===== config.mk =====
export PLATFORM = sky130hd
export DESIGN_NAME = mc_control
export DESIGN_NICKNAME = d
export VERILOG_FILES = /design/src/rtl/mc_pkg.sv /design/src/rtl/mc_opdecode.sv /design/src/rtl/mc_control.sv
export SDC_FILE = /design/constraint.sdc
export NUM_CORES = 1
export LEC_CHECK = 0
export CORE_MARGIN = 2
export CORE_UTILIZATION = 50
export CTS_CLUSTER_DIAMETER = 150
export DETAILED_ROUTE_END_ITERATION = 6
export PLACE_DENSITY = 0.89
export SLEW_MARGIN = 20
export SYNTH_ARGS = -nofsm -noshare
export SYNTH_HDL_FRONTEND = slang
export SYNTH_SLANG_ARGS = --single-unit

===== constraint.sdc =====
create_clock -name clk -period 5.55 [get_ports clk]
set_input_delay 0.8325 -clock clk [delete_from_list [all_inputs] [get_ports clk]]
set_output_delay 0.8325 -clock clk [all_outputs]
set_load 0.01 [all_outputs]

===== src/rtl/mc_pkg.sv =====
// ============================================================================
// Module   : mc_pkg
// Purpose  : Opcode, state and datapath-select encodings for the multicycle
//            MIPS main controller.
// Revision : 1.0
// ============================================================================
`default_nettype none

package mc_pkg;

    localparam logic [5:0] OP_RTYPE = 6'b000000;
    localparam logic [5:0] OP_LW    = 6'b100011;
    localparam logic [5:0] OP_SW    = 6'b101011;
    localparam logic [5:0] OP_BEQ   = 6'b000100;
    localparam logic [5:0] OP_BNE   = 6'b000101;
    localparam logic [5:0] OP_J     = 6'b000010;
    localparam logic [5:0] OP_ADDI  = 6'b001000;

    localparam logic [3:0] S_FETCH   = 4'd0;
    localparam logic [3:0] S_DECODE  = 4'd1;
    localparam logic [3:0] S_MEMADR  = 4'd2;
    localparam logic [3:0] S_MEMRD   = 4'd3;
    localparam logic [3:0] S_MEMWB   = 4'd4;
    localparam logic [3:0] S_MEMWR   = 4'd5;
    localparam logic [3:0] S_EXEC    = 4'd6;
    localparam logic [3:0] S_RWB     = 4'd7;
    localparam logic [3:0] S_BRANCH  = 4'd8;
    localparam logic [3:0] S_JUMP    = 4'd9;
    localparam logic [3:0] S_ADDI_EX = 4'd10;
    localparam logic [3:0] S_ADDI_WB = 4'd11;

    localparam logic [1:0] ALUOP_ADD   = 2'b00;
    localparam logic [1:0] ALUOP_SUB   = 2'b01;
    localparam logic [1:0] ALUOP_FUNCT = 2'b10;

    localparam logic [1:0] SRCB_REG      = 2'b00;
    localparam logic [1:0] SRCB_FOUR     = 2'b01;
    localparam logic [1:0] SRCB_SEXT     = 2'b10;
    localparam logic [1:0] SRCB_SEXT_SH2 = 2'b11;

    localparam logic [1:0] PCSRC_ALU    = 2'b00;
    localparam logic [1:0] PCSRC_ALUOUT = 2'b01;
    localparam logic [1:0] PCSRC_JUMP   = 2'b10;

endpackage

`default_nettype wire


===== src/rtl/mc_opdecode.sv =====
// ============================================================================
// Module   : mc_opdecode
// Purpose  : Maps an opcode to the state that follows DECODE, plus legality.
// Revision : 1.0
// ============================================================================
`default_nettype none

module mc_opdecode
    import mc_pkg::*;
(
    input  logic [5:0] i_opcode,
    output logic [3:0] o_next_state,
    output logic       o_legal
);

    always_comb begin
        o_next_state = S_FETCH;
        o_legal      = 1'b1;
        case (i_opcode)
            OP_LW, OP_SW:    o_next_state = S_MEMADR;
            OP_RTYPE:        o_next_state = S_EXEC;
            OP_BEQ, OP_BNE:  o_next_state = S_BRANCH;
            OP_J:            o_next_state = S_JUMP;
            OP_ADDI:         o_next_state = S_ADDI_EX;
            default:         o_legal      = 1'b0;
        endcase
    end

endmodule

`default_nettype wire


===== src/rtl/mc_control.sv =====
// ============================================================================
// Module   : mc_control
// Purpose  : Multicycle MIPS main controller: FSM, datapath control decode,
//            retired-instruction counter and sticky illegal-opcode flag.
// Revision : 1.0
// ============================================================================
`default_nettype none

module mc_control
    import mc_pkg::*;
(
    input  logic        clk,
    input  logic        reset,
    input  logic [5:0]  OpCode,
    input  logic        mem_ready,
    output logic        PCWrite,
    output logic        PCWriteCond,
    output logic        IorD,
    output logic        MemRead,
    output logic        MemWrite,
    output logic        MemtoReg,
    output logic        IRWrite,
    output logic        RegWrite,
    output logic        RegDst,
    output logic        ALUSrcA,
    output logic        Branch,
    output logic        NotBranch,
    output logic [1:0]  ALUSrcB,
    output logic [1:0]  ALUOp,
    output logic [1:0]  PCSource,
    output logic [3:0]  state,
    output logic        illegal_op,
    output logic [31:0] instret
);

    logic [3:0]  r_state;
    logic [3:0]  w_next_state;
    logic [5:0]  r_op_q;
    logic        r_illegal;
    logic [31:0] r_instret;
    logic [3:0]  w_dec_next;
    logic        w_dec_legal;
    logic        w_retire;

    // Decode always looks at the live opcode; it is only consulted in DECODE.
    mc_opdecode u_opdecode (
        .i_opcode     (OpCode),
        .o_next_state (w_dec_next),
        .o_legal      (w_dec_legal)
    );

    always_ff @(posedge clk) begin
        if (!reset) begin
            r_state <= S_FETCH;
        end else begin
            r_state <= w_next_state;
        end
    end

    always_comb begin
        w_next_state = S_FETCH;
        case (r_state)
            S_FETCH:   w_next_state = mem_ready ? S_DECODE : S_FETCH;
            S_DECODE:  w_next_state = w_dec_next;
            S_MEMADR:  w_next_state = (r_op_q == OP_SW) ? S_MEMWR : S_MEMRD;
            S_MEMRD:   w_next_state = mem_ready ? S_MEMWB : S_MEMRD;
            S_MEMWR:   w_next_state = mem_ready ? S_FETCH : S_MEMWR;
            S_EXEC:    w_next_state = S_RWB;
            S_ADDI_EX: w_next_state = S_ADDI_WB;
            default:   w_next_state = S_FETCH;
        endcase
    end

    // Everything is gated by reset so an aborted instruction writes nothing.
    always_comb begin
        PCWrite     = 1'b0;
        PCWriteCond = 1'b0;
        IorD        = 1'b0;
        MemRead     = 1'b0;
        MemWrite    = 1'b0;
        MemtoReg    = 1'b0;
        IRWrite     = 1'b0;
        RegWrite    = 1'b0;
        RegDst      = 1'b0;
        ALUSrcA     = 1'b0;
        Branch      = 1'b0;
        NotBranch   = 1'b0;
        ALUSrcB     = SRCB_REG;
        ALUOp       = ALUOP_ADD;
        PCSource    = PCSRC_ALU;
        if (reset) begin
            case (r_state)
                S_FETCH: begin
                    MemRead = 1'b1;
                    ALUSrcB = SRCB_FOUR;
                    IRWrite = mem_ready;
                    PCWrite = mem_ready;
                end
                S_DECODE:  ALUSrcB = SRCB_SEXT_SH2;
                S_MEMADR: begin
                    ALUSrcA = 1'b1;
                    ALUSrcB = SRCB_SEXT;
                end
                S_MEMRD: begin
                    MemRead = 1'b1;
                    IorD    = 1'b1;
                end
                S_MEMWB: begin
                    RegWrite = 1'b1;
                    MemtoReg = 1'b1;
                end
                S_MEMWR: begin
                    MemWrite = 1'b1;
                    IorD     = 1'b1;
                end
                S_EXEC: begin
                    ALUSrcA = 1'b1;
                    ALUOp   = ALUOP_FUNCT;
                end
                S_RWB: begin
                    RegWrite = 1'b1;
                    RegDst   = 1'b1;
                end
                S_BRANCH: begin
                    ALUSrcA     = 1'b1;
                    ALUOp       = ALUOP_SUB;
                    PCWriteCond = 1'b1;
                    PCSource    = PCSRC_ALUOUT;
                    Branch      = (r_op_q == OP_BEQ);
                    NotBranch   = (r_op_q == OP_BNE);
                end
                S_JUMP: begin
                    PCWrite  = 1'b1;
                    PCSource = PCSRC_JUMP;
                end
                S_ADDI_EX: begin
                    ALUSrcA = 1'b1;
                    ALUSrcB = SRCB_SEXT;
                end
                S_ADDI_WB: RegWrite = 1'b1;
                default: ;
            endcase
        end
    end

    assign w_retire = (r_state == S_MEMWB)
                   || ((r_state == S_MEMWR) && mem_ready)
                   || (r_state == S_RWB)
                   || (r_state == S_BRANCH)
                   || (r_state == S_JUMP)
                   || (r_state == S_ADDI_WB);

    always_ff @(posedge clk) begin
        if (!reset) begin
            r_op_q    <= 6'd0;
            r_illegal <= 1'b0;
            r_instret <= 32'd0;
        end else begin
            if (r_state == S_DECODE) begin
                r_op_q <= OpCode;
                if (!w_dec_legal) begin
                    r_illegal <= 1'b1;
                end
            end
            if (w_retire) begin
                r_instret <= r_instret + 32'd1;
            end
        end
    end

    assign state      = r_state;
    assign illegal_op = r_illegal;
    assign instret    = r_instret;

endmodule

`default_nettype wire


==> impl_metrics.csv, run 1 <==
group,metric,value,unit
layout,final_nets,363,
die,die_x,72.12,um
detailed_routing,via_per_inst,5.813,
layout,area_delta_synth_final,31.77,%
die,rows,24,
synth,yosysUniqueCellTypes,39,
worst_hold_path,whs_path_depth,2,
outcome,status,"completed",
sta,tns,0,ns
power,peakVddDrop,143.1,uV
layout,final_common_cell,"clkdlybuf4s50_1",
sta,slew_headroom,0.3108,
synth,ys_ff_latch,43,
detailed_routing,first_pass_iters,4,
job,cap_violations,0,
detailed_routing,wl_per_cell,14.26,um
grt,grt_max_degree,43,
synth,synth_warnings,0,
grt,overflow,0,
power,pwr_density_cell,180.2,nW/um2
detailed_routing,drc_errors,0,
setup_path,reg2regPathDepth,5,
power,p_leak,1.010,nW
clock_network,post_cts_resized,0,
clock_network,cts.htree.levels,2,
setup_path,arrival,3.00,ns
place,routabilityCongestion,0.8579,
layout,drive_above_1_share,0.04520,
detailed_routing,totalWireLength,5791,um
synth,avgSynthCellArea,7.837,um2
sta,min_period,3.830,ns
setup_path,regToRegEndpoint,"instret[31]",
layout,fillerInstances,358,
sta,worst_pin_slew,1.026,ns
layout,mostFrequentLayoutCells,"63 x clkdlybuf4s50_1, 45 x nor2_1, 43 x dfxtp_1",
sta,skew,0.005769,ns
die,start_util,0.5255,
place,portBuffers,63,
worst_hold_path,min_path_type,"register to register",
worst_hold_path,hold_path.startpoint,"r_op_q[3]",
sta,maxSlewViolCount,0,
clock_network,cts_buffer_depth,2,
die,core,4414,um2
synth,synth_area,2320,um2
grt,grt_pass1_vias,2098,
synth,synthArstFlopShare,0,
setup_path,r2r-start,"state[2]",
clock_network,cts_hold_buf,0,
setup_path,crit_required,4.72,ns
layout,n_antenna_cell,0,
synth,synth_nets,306,
setup_path,path_max_fanout,8,
clock_network,clk_latency,0.30,ns
die,io_pins,64,
worst_hold_path,whs_endpoint,"r_op_q[3]",
sta,fmax,261.1,MHz
clock_network,cts_tree,"done",
clock_network,cts_setup_buffers,0,
sta,hold_viol,0,
clock_network,cts_buffers,5,
clock_network,cts_sinks,43,
clock_network,root_buffer,"clkbuf_8",
synth,synth_edf_count,0,
setup_path,r2r_setup_slack,2.63,ns
grt,grt_use_total,0.2321,
place,dp_hpwl,4096,um
setup_path,cp-start-kind,"primary input",
sta,setup_viol,0,
sta,rsz0062_at_grt,"no",
detailed_routing,vias,2360,
setup_path,path_class,"primary input to primary output",
synth,syn_inst,296,
detailed_routing,ant_nets,0,
power,p_total,0.0005509,W
synth,ys.flop_type,"dfxtp_1",
sta,post-route-period-util,0.6901,
synth,ys_seq_area_frac,0.3711,
die,fp.dieH,72.12,um
setup_path,endpoint_kind,"primary output",
clock_network,clkTransAtPathRegs,0.07,ns
grt,grt_pass1_wl,9666,um
die,dieArea,5201,um2
grt,antenna_found_initial,0,
detailed_routing,drt_iter0_drc,250,
## per-stage QoR
stage	hold WS, ns	utilization	area (um2)	cells	worst slack (ns)
floorplan	0.4397	-	2320	296	2.790
global placement	0.4529	0.6721	2967	398	1.780
detailed placement	0.4617	0.6721	2967	398	1.752
CTS	0.4729	0.6910	3050	406	1.745
global route	0.5014	0.6925	3057	406	1.628
finish	0.4685	0.6925	3057	406	1.720
## sequential cells by signal (all words and copies together) (netlist names)
name,cells
illegal_op,1
r_op_q,6
state,4
instret,32
## final cells by class
class | instances | area [um2] | share of cell area
clock buffers | 5 | 68.82 | 0.02251
clock inverters | 3 | 15.01 | 0.004912
inverters | 8 | 30.03 | 0.009824
multi-input cells | 231 | 1379 | 0.4511
flip-flops and latches | 43 | 860.8 | 0.2816
well taps | 52 | 65.06 | 0.02129
repair buffers | 64 | 638.1 | 0.2088
## Yosys cell counts, types with 2 or more instances
cell type | number | area [um2]
nand2_1 | 29 | 108.9
dfxtp_1 | 43 | 860.8
clkbuf_1 | 13 | 48.80
xor2_1 | 13 | 113.9
nor4_4 | 2 | 42.54
and2_1 | 4 | 25.02
nor4_1 | 14 | 87.58
and3_1 | 4 | 25.02
or4_1 | 4 | 30.03
nor2_1 | 45 | 168.9
and4_1 | 3 | 26.28
xnor2_1 | 13 | 113.9
a31oi_1 | 3 | 18.77
nand4_1 | 16 | 100.1
a21oi_1 | 19 | 95.09
nand2b_1 | 5 | 31.28
or2_2 | 2 | 12.51
or3_1 | 6 | 37.54
o21ai_0 | 7 | 35.03
inv_1 | 7 | 26.28
o31ai_1 | 4 | 30.03
nor3_1 | 9 | 45.04
nand3_1 | 13 | 65.06
nor4b_1 | 3 | 26.28
## kinds of logic after synthesis
kind of cell / after synthesis / synth area share
DFF: 43 / 0.3711
AOI/OAI and AO/OA: 37 / 0.09116
adders and majority gates: 1 / 0.005393
buffers and inverters: 22 / 0.03722
xor gates and xnor gates: 26 / 0.09817
and+or+nand+nor: 167 / 0.3970
## how the worst max path moves through the flow
stage / from / endpoint / slack, ns / cells past startpoint
after floorplan: reset / NotBranch / 2.79 / 4
after global placement: reset / NotBranch / 1.78 / 6
after detailed placement: reset / NotBranch / 1.75 / 6
after CTS: reset / NotBranch / 1.74 / 6
after global routing: reset / Branch / 1.63 / 7
final: reset / NotBranch / 1.72 / 6
## worst max-delay path: stages
cell	delay, ns
clkdlybuf4s50_1	0.64
clkinv_1	0.12
or3_1	0.36
nor3_1	0.30
and3_1	0.21
clkdlybuf4s50_1	0.53
## per-layer routing
metal | GRT usage | share of wire
met5 | 0 | 0
met2 | 0.3741 | 0.46
met3 | 0.05556 | 0.068
met4 | 0.07757 | 0.017
met1 | 0.3057 | 0.45
## report_power, final
group / switching [W] / internal [W] / leakage (nW) / total [W]
clock network: 0.000108 / 0.0000861 / 0.0477 / 0.000194
registers: 0.00000425 / 0.000312 / 0.347 / 0.000316
logic: 0.0000223 / 0.0000188 / 0.615 / 0.0000411
No activity file was read; power rests on OpenSTA's default activity.
==> run 2: changes to the inputs <==
CORE_UTILIZATION = 43   (was 50)
PLACE_DENSITY = 0.82   (was 0.89)
clock period = 3.3 ns   (was 5.55 ns; I/O delays follow)
==> impl_metrics.csv, run 2 (synthesis results as in run 1) <==
group,metric,value,unit
outcome,status,"completed",
job,cap_violations,0,
power,clockPowerShare,0.414,
sta,rsz0062_at_grt,"no",
clock_network,cts_tree,"done",
power,p_sw,0.0002269,W
sta,worst_pin_slew,0.6317,ns
layout,mostFrequentLayoutCells,"63 x clkdlybuf4s50_1, 45 x nor2_1, 43 x dfxtp_1",
sta,hold_viol,0,
detailed_routing,drc_errors,0,
grt,grt_pass1_wl,10230,um
sta,skew,0.008539,ns
detailed_routing,first_pass_iters,4,
clock_network,cts_buffers,5,
setup_path,cp-start-kind,"primary input",
detailed_routing,vias,2361,
die,core,5172,um2
clock_network,root_buffer,"clkbuf_8",
die,die_x,77.45,um
die,fp.dieH,77.45,um
die,rows,26,
setup_path,arrival,2.51,ns
sta,tns,0,ns
die,start_util,0.4485,
sta,setup_viol,0,
setup_path,path_max_fanout,3,
grt,grt_max_degree,43,
power,p_leak,1.052,nW
layout,area_delta_synth_final,35.87,%
sta,maxSlewViolCount,0,
layout,largest_register_ffs,32,
power,internal_power,0.0008024,W
power,peakVddDrop,206.6,uV
place,dp_hpwl,4266,um
clock_network,cts_buffer_depth,2,
grt,grt_use_total,0.2063,
detailed_routing,drt_iter0_drc,133,
place,routabilityCongestion,0.8204,
clock_network,cts_hold_buf,0,
clock_network,cts.htree.levels,2,
sta,post-route-period-util,0.9117,
layout,fillerInstances,461,
place,portBuffers,63,
setup_path,path_class,"primary input to primary output",
die,dieArea,5999,um2
layout,final_nets,369,
die,io_pins,64,
layout,n_antenna_cell,0,
clock_network,clkTransAtPathRegs,0.08,ns
worst_hold_path,min_path_type,"register to register",
layout,final_common_cell,"clkdlybuf4s50_1",
power,pwr_density_cell,326.6,nW/um2
place,preCtsSetupSlack,0.3192,ns
grt,overflow,0,
clock_network,cts_setup_buffers,0,
setup_path,endpoint_kind,"primary output",
clock_network,clk_latency,0.30,ns
power,swShare,0.2205,
setup_path,crit_required,2.80,ns
grt,antenna_found_initial,0,
sta,fmax,332.4,MHz
detailed_routing,totalWireLength,5949,um
power,p_comb_frac,0.070,
detailed_routing,ant_nets,0,
sta,min_period,3.009,ns
grt,grt_pass1_vias,2251,
clock_network,cts_sinks,43,
layout,drive_above_1_share,0.05833,
power,pwr-share-seq,0.516,
detailed_routing,via_per_inst,5.491,
sta,slew_headroom,0.5757,
detailed_routing,wl_per_cell,13.83,um
sta,fin_ws,0.2914,ns
clock_network,post_cts_resized,0,
## run 2: final timing paths
check / start / to / slack, ns / cells after the start
max: reset / NotBranch / 0.29 / 6
min: r_op_q[3] / r_op_q[3] / 0.47 / 2
max reg2reg: state[1] / instret[10] / 0.94 / 5
min reg2reg: r_op_q[3] / r_op_q[3] / 0.47 / 2
## run 2: critical path, cell delays in order
cell and delay (ns):
clkdlybuf4s50_1 0.49, clkinv_1 0.08, or3_1 0.36, nor3_1 0.35
and3_1 0.22, clkdlybuf4s50_1 0.52
## run 2: through the flow
step	std cells	power [W]	utilization	area, um2	hold WS, ns
after global placement	422	0.0006135	0.5866	3034	0.4537
after floorplan	296	0.0005782	-	2320	0.4397
after detailed placement	422	0.0006149	0.5866	3034	0.4618
after CTS	430	0.001039	0.6093	3152	0.4727
after global routing	430	0.001065	0.6093	3152	0.5088
final	430	0.001029	0.6093	3152	0.4717
## run 2: layout make-up
type	instances	area (um2)	share of cell area
multi-input combinational	231	1373	0.4355
sequential	43	860.8	0.2731
timing repair buffer	70	683.2	0.2168
tap	70	87.58	0.02779
clock buffer	6	82.58	0.02620
clock inverter	2	35.03	0.01112
inverter	8	30.03	0.009528
## run 2: power by group through the flow
stage               combinational [W]  sequential (W)  clock, W
global placement            0.0000703        0.000543         0
finish                      0.0000719        0.000531  0.000426
CTS                         0.0000719        0.000531  0.000436
global route                0.0000791        0.000532  0.000454
detailed placement          0.0000714        0.000544         0
floorplan                   0.0000371        0.000541         0
## run 2: per-layer routing
layer / vias to the layer above / global-route usage / share of wire
met2: 70 / 0.3487 / 0.48
li1: 1182 / - / -
met1: 1102 / 0.2629 / 0.46
met5: - / 0 / 0
met3: 7 / 0.04302 / 0.051
met4: 0 / 0.06607 / 0.013
==> run 3: changes to the inputs <==
CORE_MARGIN = 1.5   (was 2)
==> impl_metrics.csv, run 3 (synthesis results as in run 1) <==
group,metric,value,unit
layout,drive_above_1_share,0.05307,
layout,final_common_cell,"clkdlybuf4s50_1",
sta,hold_viol,0,
layout,largest_register_ffs,32,
layout,mostFrequentLayoutCells,"63 x clkdlybuf4s50_1, 45 x nor2_1, 43 x dfxtp_1",
grt,grt_pass1_wl,10180,um
clock_network,cts_tree,"done",
clock_network,cts_sinks,43,
sta,skew,0.002507,ns
setup_path,reg2regPathDepth,5,
sta,slew_headroom,0.5943,
place,portBuffers,63,
grt,grt_max_degree,43,
sta,hold_slack,0.4677,ns
worst_hold_path,whs_path_depth,2,
sta,rsz0062_at_grt,"no",
die,fp.dieH,76.45,um
sta,maxSlewViolCount,0,
power,p_leak,1.041,nW
worst_hold_path,min_path_type,"register to register",
power,peakVddDrop,224.4,uV
clock_network,cts_hold_buf,0,
sta,min_period,2.996,ns
layout,n_antenna_cell,0,
clock_network,clkTransAtPathRegs,0.08,ns
job,cap_violations,0,
sta,worst_pin_slew,0.6040,ns
sta,tns,0,ns
clock_network,clk_latency,0.30,ns
sta,post-route-period-util,0.9079,
detailed_routing,first_pass_iters,5,
detailed_routing,vias,2436,
die,die_x,76.45,um
setup_path,cp-start-kind,"primary input",
setup_path,arrival,2.50,ns
detailed_routing,ant_nets,0,
die,start_util,0.4513,
setup_path,crit_required,2.80,ns
power,pwr_density_cell,328.7,nW/um2
place,routabilityCongestion,0.8220,
grt,antenna_found_initial,0,
die,rows,26,
grt,grt_pass1_vias,2196,
clock_network,cts_buffer_depth,2,
layout,area_delta_synth_final,35.22,%
setup_path,path_max_fanout,3,
outcome,status,"completed",
detailed_routing,wl_per_cell,14.04,um
detailed_routing,via_per_inst,5.692,
grt,grt_use_total,0.2111,
detailed_routing,totalWireLength,6008,um
clock_network,cts.htree.levels,2,
clock_network,cts_buffers,5,
sta,fmax,333.8,MHz
detailed_routing,drc_errors,0,
die,dieArea,5845,um2
sta,setup_viol,0,
layout,final_nets,367,
grt,overflow,0,
clock_network,cts_setup_buffers,0,
detailed_routing,drt_iter0_drc,196,
clock_network,root_buffer,"clkbuf_8",
die,io_pins,64,
clock_network,post_cts_resized,0,
die,core,5140,um2
place,dp_hpwl,4266,um
setup_path,endpoint_kind,"primary output",
setup_path,path_class,"primary input to primary output",
[run 3: cell count changes in the layout (fill, tap and decap cells not counted), sizes merged]
| cell | before | now |
|---|---|---|
| buf | 7 | 5 |
[run 3: critical path, stage by stage]
cell,delay [ns]
clkdlybuf4s50_1,0.49
clkinv_1,0.08
or3_1,0.36
nor3_1,0.33
and3_1,0.21
clkdlybuf4s50_1,0.53
[run 3: area by class of cell]
type | instances | area, um2
well taps | 70 | 87.58
flip-flops and latches | 43 | 860.8
fillers | 476 | 2003
multi-input cells | 231 | 1373
repair buffers | 68 | 668.1
clock buffers | 6 | 82.58
inverters | 8 | 30.03
clock inverters | 2 | 35.03
[run 3: routing by layer]
metal	track usage	vias up	wire [um]
met5	0	-	0
met4	0.05926	0	68
met3	0.05269	8	318
met2	0.3696	83	2865
met1	0.2551	1156	2756
li1	-	1189	-
[run 3: path summary, 6_finish.rpt]
path / from / endpoint / slack, ns
max reg2reg: state[2] / instret[11] / 0.86
min reg2reg: r_op_q[3] / r_op_q[3] / 0.47
min: r_op_q[3] / r_op_q[3] / 0.47
max: reset / NotBranch / 0.30
[run 3: metrics by stage]
step	instances	worst slack [ns]	power (W)	util	area, um2
after CTS	428	0.3064	0.001035	0.6103	3137
after floorplan	296	1.215	0.0005782	-	2320
after global routing	428	0.2528	0.001071	0.6103	3137
final	428	0.3040	0.001031	0.6103	3137
after global placement	420	0.3207	0.0006130	0.5874	3019
after detailed placement	420	0.3159	0.0006151	0.5874	3019
[run 3: report_power, final]
part	switching (W)	total [W]	internal, W	leakage [nW]
logic	0.0000391	0.0000724	0.0000333	0.633
clock network	0.000183	0.000427	0.000245	0.0612
registers	0.00000709	0.000531	0.000524	0.347
total	0.000229	0.00103	0.000802	1.04
